### src/rtl/fetch_queue_pkg.sv
// fetch_queue_pkg: shared fetch-queue widths, packet layout and default depth
package fetch_queue_pkg;
   localparam int FQ_DEPTH = 8;
   localparam int GHR_BUS = 5;
   localparam int ADDR_BUS = 32;
   localparam int INST_BUS = 32;
   localparam int FQ_ENTRY_WIDTH = 1 + GHR_BUS + ADDR_BUS + INST_BUS;
   localparam int FQ_SEG_INST = 0;
   localparam int FQ_SEG_PC = FQ_SEG_INST + INST_BUS;
   localparam int FQ_SEG_PHT = FQ_SEG_PC + ADDR_BUS;
   localparam int FQ_SEG_TAKEN = FQ_SEG_PHT + GHR_BUS;
endpackage

### src/rtl/fetch_queue_ptr_ctrl.sv
// fq_ptr_ctrl: head/tail/count bookkeeping with push/pop qualification and flush
module fq_ptr_ctrl
   import fetch_queue_pkg::*;
#(
   parameter int DEPTH = FQ_DEPTH,
   localparam int AW = $clog2(DEPTH),
   localparam int CW = AW + 1
) (
   input  logic          clk,
   input  logic          rst,
   input  logic          flush,
   input  logic          in_valid,
   input  logic          out_ready,
   output logic          in_ready,
   output logic          out_valid,
   output logic          wr_en,
   output logic [AW-1:0] wr_idx,
   output logic [AW-1:0] rd_idx,
   output logic [CW-1:0] count
);
   logic [AW-1:0] head, tail;
   logic push, pop;
   assign in_ready = count != CW'(DEPTH);
   assign out_valid = count != '0;
   assign push = in_valid && in_ready && !flush;
   assign pop = out_valid && out_ready && !flush;
   assign wr_en = push;
   assign wr_idx = tail;
   assign rd_idx = head;
   always_ff @(posedge clk or negedge rst) begin
      if (!rst) begin
         head <= '0;
         tail <= '0;
         count <= '0;
      end else if (flush) begin
         head <= '0;
         tail <= '0;
         count <= '0;
      end else begin
         head <= head + AW'(pop);
         tail <= tail + AW'(push);
         count <= (push && !pop) ? count + 1'b1 : (pop && !push) ? count - 1'b1 : count;
      end
   end
endmodule

### src/rtl/fetch_queue.sv
// fetch_queue: IF->ID packet FIFO with fall-through head and whole-queue flush
module fetch_queue
   import fetch_queue_pkg::*;
#(
   parameter int DEPTH = FQ_DEPTH,
   parameter int ADDR_WIDTH = ADDR_BUS,
   parameter int INST_WIDTH = INST_BUS,
   parameter int GHR_WIDTH = GHR_BUS,
   localparam int AW = $clog2(DEPTH),
   localparam int EW = 1 + GHR_WIDTH + ADDR_WIDTH + INST_WIDTH
) (
   input  logic                  clk,
   input  logic                  rst,
   input  logic                  flush,
   input  logic                  in_valid,
   output logic                  in_ready,
   input  logic                  in_is_branch_taken,
   input  logic [GHR_WIDTH-1:0]  in_pht_index,
   input  logic [ADDR_WIDTH-1:0] in_pc,
   input  logic [INST_WIDTH-1:0] in_inst,
   output logic                  out_valid,
   input  logic                  out_ready,
   output logic                  out_is_branch_taken,
   output logic [GHR_WIDTH-1:0]  out_pht_index,
   output logic [ADDR_WIDTH-1:0] out_pc,
   output logic [INST_WIDTH-1:0] out_inst,
   output logic [AW:0]           count
);
   logic [EW-1:0] mem [DEPTH];
   logic wr_en;
   logic [AW-1:0] wr_idx, rd_idx;
   fq_ptr_ctrl #(.DEPTH(DEPTH)) u_ctrl (
      .clk(clk),
      .rst(rst),
      .flush(flush),
      .in_valid(in_valid),
      .out_ready(out_ready),
      .in_ready(in_ready),
      .out_valid(out_valid),
      .wr_en(wr_en),
      .wr_idx(wr_idx),
      .rd_idx(rd_idx),
      .count(count)
   );
   always_ff @(posedge clk or negedge rst) begin
      if (!rst) begin
         for (int i = 0; i < DEPTH; i++) mem[i] <= '0;
      end else if (wr_en) begin
         mem[wr_idx] <= {in_is_branch_taken, in_pht_index, in_pc, in_inst};
      end
   end
   assign {out_is_branch_taken, out_pht_index, out_pc, out_inst} = mem[rd_idx];
endmodule

### config.mk
export PLATFORM = sky130hd
export DESIGN_NAME = fetch_queue
export DESIGN_NICKNAME = d
export VERILOG_FILES = /design/src/rtl/fetch_queue_pkg.sv /design/src/rtl/fetch_queue_ptr_ctrl.sv /design/src/rtl/fetch_queue.sv
export SDC_FILE = /design/constraint.sdc
export NUM_CORES = 1
export LEC_CHECK = 0
export BUFFER_PORTS_ARGS = -buffer_cell sky130_fd_sc_hd__buf_2
export CAP_MARGIN = 20
export CORE_MARGIN = 2
export CORE_UTILIZATION = 45
export CTS_CLUSTER_DIAMETER = 50
export DETAILED_ROUTE_END_ITERATION = 6
export GPL_TIMING_DRIVEN = 0
export PLACE_DENSITY = 0.71
export RECOVER_POWER = 25
export REMOVE_ABC_BUFFERS = 1
export SETUP_SLACK_MARGIN = 0.5
export SYNTH_ARGS = -nofsm -noshare
export SYNTH_HDL_FRONTEND = slang
export SYNTH_SLANG_ARGS = --single-unit
### constraint.sdc
create_clock -name clk -period 8.35 [get_ports clk]
set_input_delay 1.67 -clock clk [delete_from_list [all_inputs] [get_ports clk]]
set_output_delay 1.67 -clock clk [all_outputs]
set_load 0.01 [all_outputs]
==> impl_metrics.yaml, run 1 <==
sta:
  slew_headroom: -1.11
  fmax_mhz: 200
  drv_slew: 134
  fin_crit_sh: 0.598
  tightest_slew_ns: 3.17
  clock_skew_ns: 0.0222
  setup_viol: 0
  period_needed_ns: 4.99
  rsz0062_at_grt: "false"
  hold_viol_final: 0
synth:
  synthFlopType: "dfrtp_1"
  syn_inst: 1498
  synth.distinct_cells: 40
  synth_area_leaders: "dfrtp_1 56%, mux2_2 27%, mux4_2 12%, clkbuf_1 0.75%, mux2_1 0.75%"
  synth.most_common_cell: "mux2_2"
  yosysSeqAreaShare: 0.560
  synth_seq_cells: 570
  yosys_warnings: 0
  synth.avg_cell_area_um2: 17.0
  netlist_area_mm2: 0.0255
  synth_edf_count: 0
  ys_async_sr_fraction: 1.00
  yosys.area.top_type: "dfrtp_1"
  synth_commonest_cells: "613 x mux2_2, 570 x dfrtp_1, 140 x mux4_2, 51 x clkbuf_1, 32 x buf_2"
  synth_top_area_frac: 0.560
final_layout:
  syn_to_final_growth_pct: 16.8
  drive_above_1_share: 0.623
  final_area_mm2: 0.0298
  num-fill-cells: 4492
  nNetsFinal: 1737
  finalCoreUtilization: 0.530
worst_setup_path:
  cp_num_buf_inv: 2
  cp_slowest_cell: "a2111oi_0"
  cp_max_fo: 18
  path_cells: "clkbuf_1 -> a2111oi_0 -> inv_1 -> ha_1 -> a21o_1 -> a2111oi_0 -> mux2i_1 -> o311ai_1"
  slowest_delay_ns: 1.94
  path_class: "primary input to flip-flop"
  arrival_ns: 5.49
  cp.required_ns: 8.84
  crit_family: "compound AO/OA/AOI/OAI gates"
  crit_top_cell: "a2111oi_0"
  worstSetupEndpointType: "flip-flop"
  start_kind: "primary input"
placed_design:
  placed_area_mm2: 0.0278
  hpwl_um: 33900
  gp_congestion: 0.690
  io_buffer_count: 150
routing:
  vias_per_cell: 5.56
  ant_nets: 0
  drc_errors: 0
  drtIter0Drc: 595
  wl_met3_um: 1830
  wl_per_cell_um: 22.3
  wl_met2_um: 27100
  top_layer: "met5"
  num_vias: 13684
  dr.pass1.iters: 4
  wl_met1_um: 24700
  wirelength_um: 54800
clock_tree:
  postCtsSetupBuffers: 0
  root_buffer: "clkbuf_16"
  htree_levels: 2
  clkLatencyLatePin_ns: 0.61
  clock-sinks: 570
  holdBufCountCts: 0
  cts_max_path_buffers: 3
  tritoncts: "done"
  clkTransAtPathRegs_ns: 0.06
  cts_buffers: 60
  post_cts_resize_count: 0
global_route:
  grt_pass1_vias: 15521
  grt_pass1_wl_um: 88600
  antenna_found_initial: 8
  overflow: 0
  track_usage: 0.192
  grt_max_degree: 127
floorplan:
  core.rowCount: 87
  die_x_um: 242
  start_util: 0.454
  core_area_mm2: 0.0562
  die_h_um: 242
  dieArea_mm2: 0.0585
  pin_count: 151
power_and_ir_drop:
  peakVddDrop_mv: 0.149
  power_leakage_nw: 13.7
  power_mw: 7.99
  p_per_area_mw_per_mm2: 269
outcome:
  status: "complete, but fails checks"
  violations: "max-capacitance violations, max-slew violations"
worst_hold_path:
  hold_path.class: "flip-flop to flip-flop"
run:
  max_cap_viol_count: 2
==> layout by cell type, fill, tap and decap left out, types with 3 or more instances in the layout <==
master,n
buf_8,17
buf_16,27
ha_1,6
mux2_2,613
nor2_1,3
clkbuf_16,61
dfrtp_4,3
clkbuf_1,12
mux4_2,140
nor2b_1,4
xnor2_1,3
buf_2,148
clkinv_2,11
inv_1,7
mux2_1,17
diode_2,4
bufinv_16,3
dfrtp_1,567
clkbuf_8,18
==> worst reg2reg max path, cell delays in order (launching register included) <==
cell and delay, ns:
dfrtp_1 0.46, nor4_2 0.46, inv_2 0.06, a2111oi_0 1.88
inv_1 0.26, ha_1 0.39, a21o_1 0.21, a2111oi_0 0.45
mux2i_1 0.14, o311ai_1 0.10
==> power breakdown <==
part           leakage [nW]  switching (mW)  internal, mW  total [mW]
sequential             7.57           0.264          3.25        3.51
clock                 0.993            1.07          1.58        2.66
combinational          5.15           0.754          1.07        1.83
==> registers in the layout (all words and copies together), names as in the netlist <==
name	count
u_ctrl.wr_idx	3
u_ctrl.count	4
u_ctrl.rd_idx	3
mem	560
==> final timing paths <==
| kind | start | end | slack, ns | cells past startpoint |
|---|---|---|---|---|
| min in group asynchronous | rst | mem[128]$_DFFE_PN0P_ | 1.11 | 1 |
| hold / removal | mem[527]$_DFFE_PN0P_ | mem[527]$_DFFE_PN0P_ | 0.48 | 1 |
| setup / recovery | flush | u_ctrl.count[3]$_DFFE_PN0P_ | 3.36 | 8 |
| hold reg to reg | mem[527]$_DFFE_PN0P_ | mem[527]$_DFFE_PN0P_ | 0.48 | 1 |
| max in group asynchronous | rst | mem[75]$_DFFE_PN0P_ | 3.64 | 2 |
| setup reg to reg | u_ctrl.count[1]$_DFFE_PN0P_ | u_ctrl.count[3]$_DFFE_PN0P_ | 3.84 | 9 |
==> metal layers <==
layer	vias up	global-route usage
met5	-	0
met3	84	0.0333
li1	5968	-
met2	180	0.321
met4	10	0.0534
met1	7442	0.261
==> cell families after synthesis <==
logic type | after synthesis | share of synthesized area
AO/OA/AOI/OAI | 13 | 0.00472
XOR/XNOR | 3 | 0.00103
adder cells (fa/ha/maj) | 7 | 0.00373
buffers and inverters | 109 | 0.0200
flip-flops | 570 | 0.560
multiplexers | 771 | 0.403
AND/OR/NAND/NOR | 25 | 0.00796
==> stage by stage <==
step	setup slack, ns	cells	TNS [ns]	hold WS (ns)
detailed placement	3.68	2349	0	0.474
CTS	3.30	2457	0	0.489
floorplan	0.331	1397	0	0.452
global placement	-5.44	2303	-3481.24	0.463
global route	2.88	2459	0	0.501
finish	3.36	2461	0	0.483
==> area by class of cell <==
cell class / count / area (um2) / share of cell area
clock buffers: 90 / 1820 / 0.0610
inverters: 8 / 30.0 / 0.00101
flip-flops and latches: 570 / 14300 / 0.480
well taps: 756 / 946 / 0.0318
clock inverters: 18 / 179 / 0.00601
diodes: 4 / 10.0 / 0.000336
multi-input cells: 819 / 10700 / 0.360
repair buffers: 196 / 1790 / 0.0601
Power figures use the tool's default switching activity.
==> run 2, diff against run 1 <==
- PLACE_DENSITY: 0.71 -> 0.73
- clock period: 8.35 -> 4.05 ns (I/O delays scaled with it)
==> run 2 against run 1 <==
Against the previous run: the flow still finishes with violations (max-capacitance violations, max-slew violations); highest routed layer unchanged; wire length increased by 1.0%; register-to-register slack got worse by 3.0 ns; largest cell class unchanged; critical path type is now flip-flop to primary output; sequential power rose by 100%.
==> impl_metrics.yaml, run 2 (synthesized netlist as in run 1, its figures left out) <==
clock_tree:
  htree_levels: 2
  clkLatencyLatePin_ns: 0.60
  cts_buffers: 60
  holdBufCountCts: 0
  root_buffer: "clkbuf_16"
  clkTransAtPathRegs_ns: 0.06
  clock-sinks: 570
  cts_max_path_buffers: 3
  tritoncts: "done"
floorplan:
  core.rowCount: 87
  start_util: 0.454
  die_h_um: 242
  pin_count: 151
  core_area_mm2: 0.0562
  dieArea_mm2: 0.0585
  die_x_um: 242
final_layout:
  drive_above_1_share: 0.626
  syn_to_final_growth_pct: 17.4
  final_common_cell: "mux2_2"
  top_register: "mem"
  final_area_mm2: 0.0299
  nNetsFinal: 1749
  multi_input_area_mm2: 0.0107
  largest_register_ffs: 560
  num-fill-cells: 4509
  layout_common_cells: "613 x mux2_2, 567 x dfrtp_1, 149 x buf_2"
  seq_area_mm2: 0.0143
  reg.largest.list: "mem: 560 flops, u_ctrl.count: 4 flops"
placed_design:
  gp_congestion: 0.699
  io_buffer_count: 150
  dp_slack_ns: 0.236
  hpwl_um: 33300
  placed_area_mm2: 0.0277
routing:
  vias_per_cell: 5.60
  dr.pass1.iters: 4
  wirelength_um: 55300
  wl_per_cell_um: 22.4
  num_vias: 13828
  drtIter0Drc: 750
  ant_nets: 0
  drc_errors: 0
sta:
  fin_setup_tns_ns: 0
  slew_headroom: -0.627
  fin_crit_sh: 0.840
  tightest_slew_ns: 2.44
  rsz0062_at_grt: "false"
  hold_viol_final: 0
  whs_ns: 0.479
  drv_slew: 97
  clock_skew_ns: 0.00859
  fmax_mhz: 294
  setup_ws_ns: 0.648
  setup_viol: 0
  period_needed_ns: 3.40
power_and_ir_drop:
  peakVddDrop_mv: 0.332
  power_mw: 16.6
  p_per_area_mw_per_mm2: 555
  power_leakage_nw: 13.8
worst_setup_path:
  cp_max_fo: 21
  arrival_ns: 2.59
  path_class: "flip-flop to primary output"
  start_kind: "flip-flop"
  worstSetupEndpointType: "primary output"
  cp.required_ns: 3.24
global_route:
  grt_max_degree: 134
  grt_pass1_vias: 15189
  track_usage: 0.192
  antenna_found_initial: 6
  overflow: 0
  grt_pass1_wl_um: 87900
run:
  max_cap_viol_count: 1
worst_hold_path:
  hold_path.class: "flip-flop to flip-flop"
outcome:
  violations: "max-capacitance violations, max-slew violations"
  status: "complete, but fails checks"
## run 2: cell count changes in the layout (fill, tap and decap cells not counted), moves of 2 or more
cell / previous run / this run
clkbuf_8: 18 / 11
buf_8: 17 / 24
clkinvlp_4: 1 / 6
bufinv_16: 3 / 5
diode_2: 4 / 1
buf_4: 0 / 4
buf_16: 27 / 21
bufbuf_16: 0 / 2
buf_12: 2 / 6
## run 2: per-layer routing
| layer | wire length, um | GRT usage | vias to the layer above |
|---|---|---|---|
| li1 | - | - | 6012 |
| met1 | 25300 | 0.268 | 7509 |
| met2 | 26800 | 0.314 | 201 |
| met3 | 2010 | 0.0367 | 96 |
| met4 | 1050 | 0.0450 | 10 |
| met5 | 69 | 0 | - |
## run 2: worst max-delay path, stage by stage (launching register included)
cell,delay (ns)
dfrtp_4,0.50
buf_16,0.24
buf_16,0.25
mux4_2,0.51
mux2_2,0.32
buf_2,0.15
## run 2: layout make-up
cell class,instances,area share
clock buffer,84,0.0576
tap,756,0.0316
antenna,1,0.0000837
clock inverter,24,0.00895
inverter,8,0.00100
timing repair buffer,208,0.0641
multi-input combinational,819,0.359
sequential,570,0.477
## run 2: path summary, 6_finish.rpt
path                       slack, ns  cells past startpoint                   startpoint              endpoint
max                             0.65                      5   u_ctrl.rd_idx[0]$_DFF_PN0_           out_inst[7]
min                             0.48                      1         mem[419]$_DFFE_PN0P_  mem[419]$_DFFE_PN0P_
max reg2reg                     0.81                      7  u_ctrl.count[3]$_DFFE_PN0P_  mem[356]$_DFFE_PN0P_
min reg2reg                     0.48                      1         mem[419]$_DFFE_PN0P_  mem[419]$_DFFE_PN0P_
max in group asynchronous       0.89                      2                          rst  mem[501]$_DFFE_PN0P_
min in group asynchronous       0.92                      1                          rst  mem[100]$_DFFE_PN0P_
## run 2: through the flow
step / utilization / std cells
after floorplan: - / 1397
after global placement: 0.475 / 2303
after detailed placement: 0.493 / 2349
after CTS: 0.532 / 2465
after global routing: 0.532 / 2469
final: 0.532 / 2470
## run 2: power by group
part / switching [mW] / total (mW) / internal (mW)
clock: 2.22 / 5.49 / 3.27
combinational: 1.64 / 3.92 / 2.28
sequential: 0.497 / 7.19 / 6.70
## run 2: timing repair
item,in CTS,in global routing
setup buffers,4,4
setup endpoints to repair,65,15
resized for setup,4,1
gates cloned,4,0
==> run 3, diff against run 2 <==
- clock period: 4.05 -> 2.9 ns (I/O delays scaled with it)
==> run 3 against run 2 <==
Against the previous run: the flow finishes with violations (negative hold slack, max-capacitance violations, max-slew violations, negative setup slack); clock skew grew 0.0050 ns; count of clock-buffer cells in the layout is the same; flip-flop and latch count is the same; worst hold slack lost 0.51 ns; die area is the same; largest cell class unchanged; wire length grew 22%; worst setup slack lost 0.77 ns; largest power group unchanged; via count grew 8.4%.
==> impl_metrics.yaml, run 3 (synthesized netlist as in run 1, its figures left out) <==
outcome:
  status: "complete, but fails checks"
  violations: "negative hold slack, max-capacitance violations, max-slew violations, negative setup slack"
clock_tree:
  clkLatencyLatePin_ns: 0.61
  cts_max_path_buffers: 3
  tritoncts: "done"
  clkTransAtPathRegs_ns: 0.06
  clock-sinks: 570
  root_buffer: "clkbuf_16"
  holdBufCountCts: 0
  htree_levels: 2
  cts_buffers: 60
worst_setup_path:
  cp_num_buf_inv: 4
  cp_max_fo: 5
  ff2ff_setup_slack_ns: 0.23
  cp.required_ns: 2.32
  crit_top_cell: "buf_12"
  cp_slowest_cell: "mux4_2"
  crit_family: "multiplexers"
  path_cells: "buf_12 -> buf_12 -> buf_16 -> mux4_2 -> mux2_4 -> buf_6"
  path_class: "flip-flop to primary output"
  slowest_delay_ns: 0.50
  start_kind: "flip-flop"
  worstSetupEndpointType: "primary output"
  arrival_ns: 2.44
floorplan:
  core.rowCount: 87
  start_util: 0.454
  core_area_mm2: 0.0562
  dieArea_mm2: 0.0585
  die_x_um: 242
  die_h_um: 242
  pin_count: 151
final_layout:
  finalCoreUtilization: 0.600
  drive_above_1_share: 0.669
  top_register: "mem"
  largest_register_ffs: 560
  layout_common_cells: "563 x dfrtp_1, 367 x mux2_2, 258 x mux2_4"
  nNetsFinal: 1903
  reg.largest.list: "mem: 560 flops, u_ctrl.count: 4 flops"
  layoutNonFillerInstCount: 2624
  syn_to_final_growth_pct: 32.3
  final_common_cell: "dfrtp_1"
  num-fill-cells: 4068
power_and_ir_drop:
  power_frac_comb: 0.298
  switchingPower_mw: 6.75
  peakVddDrop_mv: 0.460
  p_int_mw: 18.7
  power_leakage_nw: 15.6
  p_sw_frac: 0.265
  p_per_area_mw_per_mm2: 755
  p_clk_frac: 0.304
  power_mw: 25.4
  seq_power_share: 0.398
worst_hold_path:
  hold_path.class: "primary input to asynchronous set/reset pin"
global_route:
  antenna_found_initial: 5
  grt_pass1_wl_um: 96300
  grt_pass1_vias: 15897
  grt_max_degree: 134
  track_usage: 0.214
  overflow: 0
sta:
  setup_ws_ns: -0.121
  rsz0062_at_grt: "true"
  whs_ns: -0.0332
  setup_viol: 70
  fmax_mhz: 331
  clock_skew_ns: 0.0135
  tightest_slew_ns: 1.82
  period_needed_ns: 3.02
  slew_headroom: -0.213
  hold_viol_final: 13
  fin_crit_sh: 1.04
  drv_slew: 240
routing:
  ant_nets: 0
  wl_met1_um: 30600
  vias_per_cell: 5.71
  dr.pass1.iters: 4
  wl_met2_um: 32700
  wl_per_cell_um: 25.7
  num_vias: 14987
  wl_met3_um: 2830
  drtIter0Drc: 987
  top_layer: "met5"
  drc_errors: 0
  wirelength_um: 67500
placed_design:
  dp_cells: 2349
  gp_congestion: 0.699
  io_buffer_count: 150
  hpwl_um: 33300
run:
  max_cap_viol_count: 2
-- run 3: cell type report --
cell class | instances | area, um2 | area share
inverters | 8 | 32.5 | 0.000966
diodes | 1 | 2.50 | 0.0000743
well taps | 756 | 946 | 0.0281
multi-input cells | 822 | 11800 | 0.351
flip-flops and latches | 570 | 14300 | 0.424
clock buffers | 84 | 1720 | 0.0511
clock inverters | 24 | 268 | 0.00795
repair buffers | 359 | 4620 | 0.137
-- run 3: stage by stage --
step	setup slack [ns]	instance area (um2)	setup TNS (ns)
2_1_floorplan	-4.03	25000	-872.52
3_3_place_gp	-9.66	26700	-8254.26
3_5_place_dp	-0.684	27700	-111.50
4_1_cts	-0.163	31800	-7.60
5_1_grt	-0.204	33700	-11.35
6_report	-0.121	33700	-6.40
-- run 3: what timing repair did --
item                                    in CTS  in global routing
hold endpoints to repair                     0                  0
gates resized for setup                    198                241
endpoints found under the setup margin     587                412
cloned                                      25                 17
setup buffers                               64                 60
pin swaps                                   11                 13
-- run 3: routing by layer --
metal  up-vias  global-route usage
met5         -                   0
met4         8              0.0581
met3        98              0.0411
met2       318               0.343
met1      8254               0.301
li1       6309                   -
-- run 3: power by group through the flow --
stage | clock network [mW] | logic, mW | registers [mW]
final | 7.75 | 7.58 | 10.1
after detailed placement | 0 | 5.31 | 10.3
after floorplan | 0 | 3.60 | 10.2
after CTS | 7.87 | 6.79 | 10.1
after global placement | 0 | 4.65 | 10.3
after global routing | 8.26 | 8.02 | 10.3
-- run 3: path summary, 6_finish.rpt --
| kind | cells past startpoint | startpoint | end |
|---|---|---|---|
| worst max-delay path | 6 | u_ctrl.rd_idx[0]$_DFF_PN0_ | out_pc[2] |
| worst max register to register | 10 | u_ctrl.count[1]$_DFFE_PN0P_ | u_ctrl.count[3]$_DFFE_PN0P_ |
| worst min register to register | 1 | mem[527]$_DFFE_PN0P_ | mem[527]$_DFFE_PN0P_ |
| min in group clk | 2 | in_pc[4] | mem[526]$_DFFE_PN0P_ |
| max in group asynchronous | 3 | rst | mem[466]$_DFFE_PN0P_ |
| worst min-delay path | 1 | rst | mem[100]$_DFFE_PN0P_ |
